## config.mk

```make
export PLATFORM = sky130hd
export DESIGN_NAME = noc_link_credit_buffer
export DESIGN_NICKNAME = d
export VERILOG_FILES = /design/src/rtl/noc_link_credit_buffer.sv
export SDC_FILE = /design/constraint.sdc
export NUM_CORES = 1
export LEC_CHECK = 0
export ABC_AREA = 1
export CAP_MARGIN = 20
export CORE_ASPECT_RATIO = 1.25
export CORE_MARGIN = 2
export CORE_UTILIZATION = 55
export CTS_CLUSTER_SIZE = 20
export DETAILED_ROUTE_END_ITERATION = 10
export PLACE_DENSITY = 0.74
export SLEW_MARGIN = 20
export SYNTH_ARGS = -nofsm -noshare
export SYNTH_HDL_FRONTEND = slang
export SYNTH_SLANG_ARGS = --single-unit
```

## constraint.sdc

```tcl
create_clock -name clk -period 8.85 [get_ports clk]
set_clock_uncertainty 0.2 [all_clocks]
set_input_delay 1.77 -clock clk [delete_from_list [all_inputs] [get_ports clk]]
set_output_delay 1.77 -clock clk [all_outputs]
set_load 0.005 [all_outputs]
```

## src/rtl/noc_link_credit_buffer.sv

```systemverilog
// Credit-based elastic link stage: local FIFO, downstream credit counter, registered output.
// Optional NOC_LINK_STATS_EN adds flit/stall statistics counters with synchronous clear.
module noc_link_credit_buffer #(
  parameter int FLIT_WIDTH         = 64,
  parameter int DEST_WIDTH         = 6,
  parameter int BUFFER_DEPTH       = 8,
  parameter int DOWNSTREAM_CREDITS = 8,
  parameter int STAT_WIDTH         = 32
) (
  input  logic                  clk,
  input  logic                  rst_n,
  input  logic [FLIT_WIDTH-1:0] data_in,
  input  logic [DEST_WIDTH-1:0] dest_in,
  input  logic                  is_tail_in,
  input  logic                  send_in,
  output logic                  credit_out,
  output logic [FLIT_WIDTH-1:0] data_out,
  output logic [DEST_WIDTH-1:0] dest_out,
  output logic                  is_tail_out,
  output logic                  send_out,
  input  logic                  credit_in,
`ifdef NOC_LINK_STATS_EN
  input  logic                  stat_clear,
  output logic [STAT_WIDTH-1:0] stat_flits,
  output logic [STAT_WIDTH-1:0] stat_stall,
`endif
  output logic                  overflow_err,
  output logic                  credit_err
);

  localparam int PTR_W   = (BUFFER_DEPTH > 1) ? $clog2(BUFFER_DEPTH) : 1;
  localparam int OCC_W   = $clog2(BUFFER_DEPTH + 1);
  localparam int CNT_W   = $clog2(DOWNSTREAM_CREDITS + 1);
  localparam int ENTRY_W = FLIT_WIDTH + DEST_WIDTH + 1;
  localparam logic [CNT_W-1:0] CNT_MAX = CNT_W'(DOWNSTREAM_CREDITS);
  localparam logic [OCC_W-1:0] OCC_MAX = OCC_W'(BUFFER_DEPTH);

  logic [ENTRY_W-1:0]    mem_q [BUFFER_DEPTH];
  logic [PTR_W-1:0]      wr_ptr_q, wr_ptr_d, rd_ptr_q, rd_ptr_d;
  logic [OCC_W-1:0]      occ_q, occ_d;
  logic [CNT_W-1:0]      cnt_q, cnt_d;
  logic                  overflow_err_q, overflow_err_d;
  logic                  credit_err_q, credit_err_d;
  logic                  send_out_q, send_out_d;
  logic                  credit_out_q, credit_out_d;
  logic [FLIT_WIDTH-1:0] data_out_q, data_out_d;
  logic [DEST_WIDTH-1:0] dest_out_q, dest_out_d;
  logic                  is_tail_out_q, is_tail_out_d;

  logic                  fifo_nonempty, fifo_full, pop, push;
  logic [ENTRY_W-1:0]    head;

  always_comb begin
    fifo_nonempty = (occ_q != '0);
    fifo_full     = (occ_q == OCC_MAX);
    // Pop decision uses only the registered count; a same-cycle credit counts next cycle.
    pop           = fifo_nonempty & (cnt_q != '0);
    push          = send_in & (~fifo_full | pop);
    head          = mem_q[rd_ptr_q];
  end

  always_comb begin
    wr_ptr_d = wr_ptr_q;
    rd_ptr_d = rd_ptr_q;
    occ_d    = occ_q;
    if (push) wr_ptr_d = wr_ptr_q + 1'b1;
    if (pop)  rd_ptr_d = rd_ptr_q + 1'b1;
    if (push && !pop)      occ_d = occ_q + 1'b1;
    else if (!push && pop) occ_d = occ_q - 1'b1;
  end

  always_comb begin
    cnt_d          = cnt_q;
    credit_err_d   = credit_err_q;
    overflow_err_d = overflow_err_q;
    if (pop && !credit_in) begin
      cnt_d = cnt_q - 1'b1;
    end else if (!pop && credit_in) begin
      if (cnt_q == CNT_MAX) credit_err_d = 1'b1;
      else                  cnt_d = cnt_q + 1'b1;
    end
    if (send_in && fifo_full && !pop) overflow_err_d = 1'b1;
  end

  always_comb begin
    send_out_d    = pop;
    credit_out_d  = pop;
    data_out_d    = data_out_q;
    dest_out_d    = dest_out_q;
    is_tail_out_d = is_tail_out_q;
    if (pop) begin
      data_out_d    = head[ENTRY_W-1 -: FLIT_WIDTH];
      dest_out_d    = head[DEST_WIDTH:1];
      is_tail_out_d = head[0];
    end
  end

  // FIFO storage carries no reset; occupancy and pointers define which entries are live.
  always_ff @(posedge clk) begin
    if (push) mem_q[wr_ptr_q] <= {data_in, dest_in, is_tail_in};
  end

  always_ff @(posedge clk or negedge rst_n) begin
    if (!rst_n) begin
      wr_ptr_q       <= '0;
      rd_ptr_q       <= '0;
      occ_q          <= '0;
      cnt_q          <= CNT_MAX;
      overflow_err_q <= 1'b0;
      credit_err_q   <= 1'b0;
      send_out_q     <= 1'b0;
      credit_out_q   <= 1'b0;
      data_out_q     <= '0;
      dest_out_q     <= '0;
      is_tail_out_q  <= 1'b0;
    end else begin
      wr_ptr_q       <= wr_ptr_d;
      rd_ptr_q       <= rd_ptr_d;
      occ_q          <= occ_d;
      cnt_q          <= cnt_d;
      overflow_err_q <= overflow_err_d;
      credit_err_q   <= credit_err_d;
      send_out_q     <= send_out_d;
      credit_out_q   <= credit_out_d;
      data_out_q     <= data_out_d;
      dest_out_q     <= dest_out_d;
      is_tail_out_q  <= is_tail_out_d;
    end
  end

  assign credit_out   = credit_out_q;
  assign send_out     = send_out_q;
  assign data_out     = data_out_q;
  assign dest_out     = dest_out_q;
  assign is_tail_out  = is_tail_out_q;
  assign overflow_err = overflow_err_q;
  assign credit_err   = credit_err_q;

`ifdef NOC_LINK_STATS_EN
  logic [STAT_WIDTH-1:0] stat_flits_q, stat_flits_d;
  logic [STAT_WIDTH-1:0] stat_stall_q, stat_stall_d;

  always_comb begin
    stat_flits_d = stat_flits_q;
    stat_stall_d = stat_stall_q;
    if (stat_clear) begin
      stat_flits_d = '0;
      stat_stall_d = '0;
    end else begin
      if (send_out_q)                       stat_flits_d = stat_flits_q + 1'b1;
      if (fifo_nonempty && cnt_q == '0)     stat_stall_d = stat_stall_q + 1'b1;
    end
  end

  always_ff @(posedge clk or negedge rst_n) begin
    if (!rst_n) begin
      stat_flits_q <= '0;
      stat_stall_q <= '0;
    end else begin
      stat_flits_q <= stat_flits_d;
      stat_stall_q <= stat_stall_d;
    end
  end

  assign stat_flits = stat_flits_q;
  assign stat_stall = stat_stall_q;
`endif

endmodule
```

==> impl_metrics.ini, run 1 <==
[run_status]
outcome = finished clean

[clocking]
post_cts_resized = 0
cts_tree = yes
cts_hold_buffers = 0
cts_setup_buffers = 0
path_clk_slew_ns = 0.07
clockBufferDepth = 3
root_buffer = clkbuf_16
cts_buffers = 59
cts.sinks = 656
clock_latency_ns = 0.63
cts_max_level = 2

[floorplan]
start_util_pct = 55.8
die_w_um = 204
chipHeight_um = 254
core_sq_um = 49400
fp.dieArea_sq_um = 52000
rows = 91
ioPinCount = 150

[placement]
gp_congestion = 0.808
placedCellCount = 3300
portBuffers = 149
hpwl_mm = 33.7

[timing]
worst_pin_slew_ns = 1.15
max_freq_ghz = 0.238
max_slew_margin_pct = 23.6
period_needed_ns = 4.20
final_max_slew_viol_count = 0
fin_crit_sh_pct = 47.5
finalSetupViolCount = 0
rsz0062_at_grt = no
fin_setup_tns_ns = 0
finalHoldViolations = 0

[synth]
synth_commonest_cells = nand2_1 (898), edfxtp_1 (568), inv_1 (441)
avgSynthCellArea_sq_um = 10.6
ys.warnings.count = 0
synth_most_common_cell = nand2_1
async_flop_share_pct = 13.4
yosysTopAreaCell = edfxtp_1
yosys-top-cells-area = edfxtp_1 (62%), nand2_1 (12%), nand3_1 (8.0%), dfrtp_1 (7.9%), inv_1 (6.0%)
ys_seq_area_share_pct = 69.8
synth-seq-cells = 656
synth-edff-count = 568
synth_top_area_share_pct = 61.8
netlist_instances = 2607
synth_area_sq_um = 27600
synth_nets = 2693
synth_ff_type = edfxtp_1
synth_cell_type_count = 26

[global_route]
grtUsageMet3_pct = 3.68
antenna_found_initial = 5
grt_pass1_wl_mm = 96.8
grt_usage_pct = 24.1
busiest_layer = met2
use_met2_pct = 43.6
grt-ovfl-total = 0
grt_max_degree = 122
grt_pass1_vias = 18700
grt_use_met1_pct = 28.6

[worst_hold_path]
hold_path_class = reg -> reg

[setup_path]
crit_fanout = 48
crit_path_end_kind = flop
worstPathCellList = clkdlybuf4s50_1 -> nand3_1 -> nor2_4 -> buf_4
slowest_stage = nor2_4
arrival_ns = 4.25
max_stage_delay_ns = 0.72
cp.required_ns = 8.89
cpLargestDelayFamily = buffers and inverters
criticalPathCategory = in -> reg
cp_num_buf_inv = 2
startpoint_type = primary input

[run]
max_cap_viol_count = 0

[drt]
drt_wl_total_mm = 62.0
dr.pass1.iters = 6
routedWlPerCell_um = 18.2
vias = 18400
drt-initial-drc-count = 1557
antenna_left = 0
drc_errors = 0
via_per_inst = 5.37

[pwr]
pwr-share-comb_pct = 34.2
power_switching_uw = 3770
p_sw_share_pct = 36.5
clkPwrFrac_pct = 24.6
ir_worst_vdd_mv = 0.193
seq_power_share_pct = 41.2
p_leak_uw = 0.0136
p_per_area_nw_per_um2 = 329
p_int_uw = 6550

[final_layout]
seq_area_sq_um = 19300
drive_gt1_share_pct = 5.18
syn_to_final_growth_pct = 13.7
multi_input_area_sq_um = 5960
fin_cells = 3417
fin_nets = 2798
fillers = 3694
-- through the flow --
step / util [%] / hold WS, ns / instance area, sq um / setup WS (ns) / power (uW)
after global placement: 59.4 / 0.260 / 29400 / 4.00 / 7640
after detailed placement: 59.5 / 0.261 / 29400 / 3.90 / 7800
final: 63.5 / 0.272 / 31400 / 4.65 / 10300
after CTS: 63.4 / 0.280 / 31300 / 4.57 / 10300
after floorplan: - / 0.260 / 27600 / 3.27 / 6630
after global routing: 63.5 / 0.294 / 31400 / 4.48 / 10900
-- final timing paths --
check / to / from / depth (start not counted) / slack, ns
worst max-delay path: mem_q[4][47] / send_in / 4 / 4.65
worst min-delay path: overflow_err / overflow_err / 1 / 0.27
worst max register to register: mem_q[4][47] / cnt_q[3] / 7 / 4.66
worst min register to register: overflow_err / overflow_err / 1 / 0.27
max in group asynchronous: rd_ptr_q[1] / rst_n / 2 / 6.25
min in group asynchronous: data_out[14] / rst_n / 1 / 0.95
-- power groups by stage --
stage               Combinational, uW  Clock (uW)  Sequential, uW
floorplan                        2430           0            4200
global placement                 3360           0            4290
detailed placement               3500           0            4310
CTS                              3530        2560            4250
global route                     3940        2680            4300
finish                           3530        2540            4250
-- registers in the layout, indices dropped and copies added (netlist names), 3 cells and up --
register and cells:
cnt_q 4, data_out 64, dest_out 6, mem_q 568, occ_q 4, rd_ptr_q 3
wr_ptr_q 3
-- placed cells by master (no fill, tap or decap), drive strengths merged --
cell type / instances
a41o: 1
buf: 23
bufinv: 4
clkbuf: 73
clkdlybuf4s50: 148
clkinv: 34
clkinvlp: 1
dfrtp: 87
dfstp: 1
diode: 3
edfxtp: 568
fa: 2
ha: 9
inv: 446
nand2: 899
nand3: 439
nand4: 1
nor2: 13
nor3: 1
o21ai: 4
o21bai: 1
or2: 2
xnor2: 2
xor2: 4
-- worst reg2reg max path, delay by kind of cell, from the launching register on --
kind | cells | cell delay (ns)
buffers and inverters | 2 | 0.77
AND/OR/NAND/NOR | 5 | 2.17
flip-flops | 1 | 0.58
-- final cells by class --
class | instances | share of cell area [%]
antenna | 3 | 0.0239
clock buffer | 73 | 5.13
clock inverter | 39 | 1.02
inverter | 446 | 5.37
multi-input combinational | 1378 | 19.0
sequential | 656 | 61.4
tap | 651 | 2.60
timing repair buffer | 171 | 5.47
-- kinds of logic after synthesis --
group	synth area share, %
buffers and inverters	8.86
XOR/XNOR	0.190
flip-flops	69.8
AO/OA/AOI/OAI	0.136
AND/OR/NAND/NOR	20.5
adder cells (fa/ha/maj)	0.553
-- per-layer routing --
metal | share of wire [%] | wire length (um)
met5 | 0.044 | 27
met4 | 3.3 | 2060
met3 | 7.0 | 4350
met2 | 52 | 32100
met1 | 38 | 23500
Power figures use the tool's default switching activity.
==> run 2: changes to the inputs <==
CORE_UTILIZATION = 54   (was 55)
PLACE_DENSITY = 0.76   (was 0.74)
clock period = 3.65 ns   (was 8.85 ns; I/O delays follow)
==> run 2 against run 1 <==
Against the previous run:
- clock power grew 150%
- sequential share of layout area shrank 0.55 points
- non-clock buffer count grew 9
- largest cell class unchanged
- highest routed layer unchanged
==> impl_metrics.ini, run 2 (synthesized netlist as in run 1, its figures left out) <==
[run]
max_cap_viol_count = 0

[drt]
dr.pass1.iters = 5
drt_wl_total_mm = 62.0
drc_errors = 0
vias = 18300
via_per_inst = 5.32
antenna_left = 0
routedWlPerCell_um = 18.1
drt-initial-drc-count = 1521

[setup_path]
cpLargestDelayFamily = simple AND/OR/NAND/NOR gates
startpoint_type = flop
crit_path_end_kind = flop
cp.required_ns = 4.01
arrival_ns = 3.38
cp_num_cells = 15
timing.rr.end = occ_q[3]
criticalPathCategory = reg -> reg
max_stage_delay_ns = 0.42
r2r-start = cnt_q[1]
r2r_setup_slack_ns = 0.63
crit_fanout = 18
cp-endpoint = occ_q[3]
cp_num_buf_inv = 2
slowest_stage = dfrtp_1
r2r_cells = 15
cp-startpoint = cnt_q[1]
worstPathCellList = nor2_2 -> nand3_1 -> nand2_4 -> nand2_1 -> nand2_2 -> inv_1 -> ha_1 -> inv_1 -> ha_1 -> or2_2 -> nand2_1 -> nand3_1 -> nand2_1 -> nand2_1 -> nand2_1
crit_top_cell = nand2_1

[global_route]
antenna_found_initial = 8
grt-ovfl-total = 0
grt_usage_pct = 23.9
grt_pass1_wl_mm = 98.0
grt_pass1_vias = 18800
grt_max_degree = 198

[clocking]
cts_max_level = 2
clockBufferDepth = 3
cts_hold_buffers = 0
cts_buffers = 59
path_clk_slew_ns = 0.07
cts.sinks = 656
clock_latency_ns = 0.62
post_cts_resized = 0
cts_tree = yes
cts_setup_buffers = 0
root_buffer = clkbuf_16

[timing]
max_slew_margin_pct = 27.3
finalSetupViolCount = 0
holdWs_ns = 0.0152
finalHoldViolations = 0
fin_setup_tns_ns = 0
max_freq_ghz = 0.331
fin_crit_sh_pct = 82.7
rsz0062_at_grt = no
worst_pin_slew_ns = 1.09
final_max_slew_viol_count = 0
period_needed_ns = 3.02

[final_layout]
regMostFlops = mem_q
syn_to_final_growth_pct = 14.8
fin_nets = 2807
drive_gt1_share_pct = 5.16
mostFrequentLayoutCells = nand2_1 (897), edfxtp_1 (568), inv_1 (441)
final_common_cell = nand2_1
largest_register_ffs = 568

[floorplan]
fp.dieArea_sq_um = 52900
chipHeight_um = 257
die_w_um = 206
start_util_pct = 54.7
rows = 92
core_sq_um = 50400
ioPinCount = 150

[placement]
gp_congestion = 0.816
portBuffers = 149
hpwl_mm = 33.2

[worst_hold_path]
hold_path_class = in -> async

[pwr]
p_leak_uw = 0.0137
ir_worst_vdd_mv = 0.744
p_per_area_nw_per_um2 = 799

[run_status]
outcome = finished clean
-- run 2: report_power, final --
group	leakage, uW	switching (uW)	internal [uW]	total, uW
clock network	0.000971	2680	3570	6240
registers	0.00620	527	9530	10100
logic	0.00648	5940	3040	8990
-- run 2: cell type report --
class,count,area [sq um]
Fill cell,3743,18700
Inverter,446,1690
Timing Repair Buffer,180,1960
Tap cell,658,823
Clock buffer,76,1620
Multi-Input combinational cell,1378,5960
Clock inverter,36,344
Antenna cell,2,5.00
Sequential cell,656,19300
-- run 2: metrics by stage --
step | instance area [sq um] | utilization, % | worst slack (ns) | instances | total power, uW
2_1_floorplan | 27600 | - | -1.02 | 2607 | 16100
3_3_place_gp | 29700 | 58.9 | 0.526 | 3318 | 18800
3_5_place_dp | 29700 | 58.9 | 0.521 | 3318 | 19100
4_1_cts | 31700 | 62.8 | 0.643 | 3430 | 25400
5_1_grt | 31700 | 62.8 | 0.430 | 3431 | 26800
6_report | 31700 | 62.8 | 0.631 | 3432 | 25300
-- run 2: worst reg2reg max path: stages (launching register included) --
cell,delay [ns]
dfrtp_1,0.42
nor2_2,0.16
nand3_1,0.14
nand2_4,0.24
nand2_1,0.17
nand2_2,0.31
inv_1,0.09
ha_1,0.22
inv_1,0.13
ha_1,0.27
or2_2,0.29
nand2_1,0.08
nand3_1,0.07
nand2_1,0.07
nand2_1,0.05
nand2_1,0.06
-- run 2: how the worst min path moves through the flow --
stage,end,cells after the start,slack [ns]
final,data_out[32],1,0.02
after global placement,overflow_err,1,0.26
after detailed placement,data_out[29],2,0.26
after floorplan,cnt_q[0],0,0.23
after CTS,data_out[22],1,0.03
after global routing,data_out[22],1,0.05
-- run 2: metal layers --
layer | up-vias | global-route usage, % | part of all wire [%]
met5 | - | 0 | 0.13
met3 | 146 | 4.36 | 7.1
li1 | 8593 | - | -
met4 | 12 | 10.4 | 3.3
met2 | 699 | 41.7 | 52
met1 | 8809 | 28.8 | 38
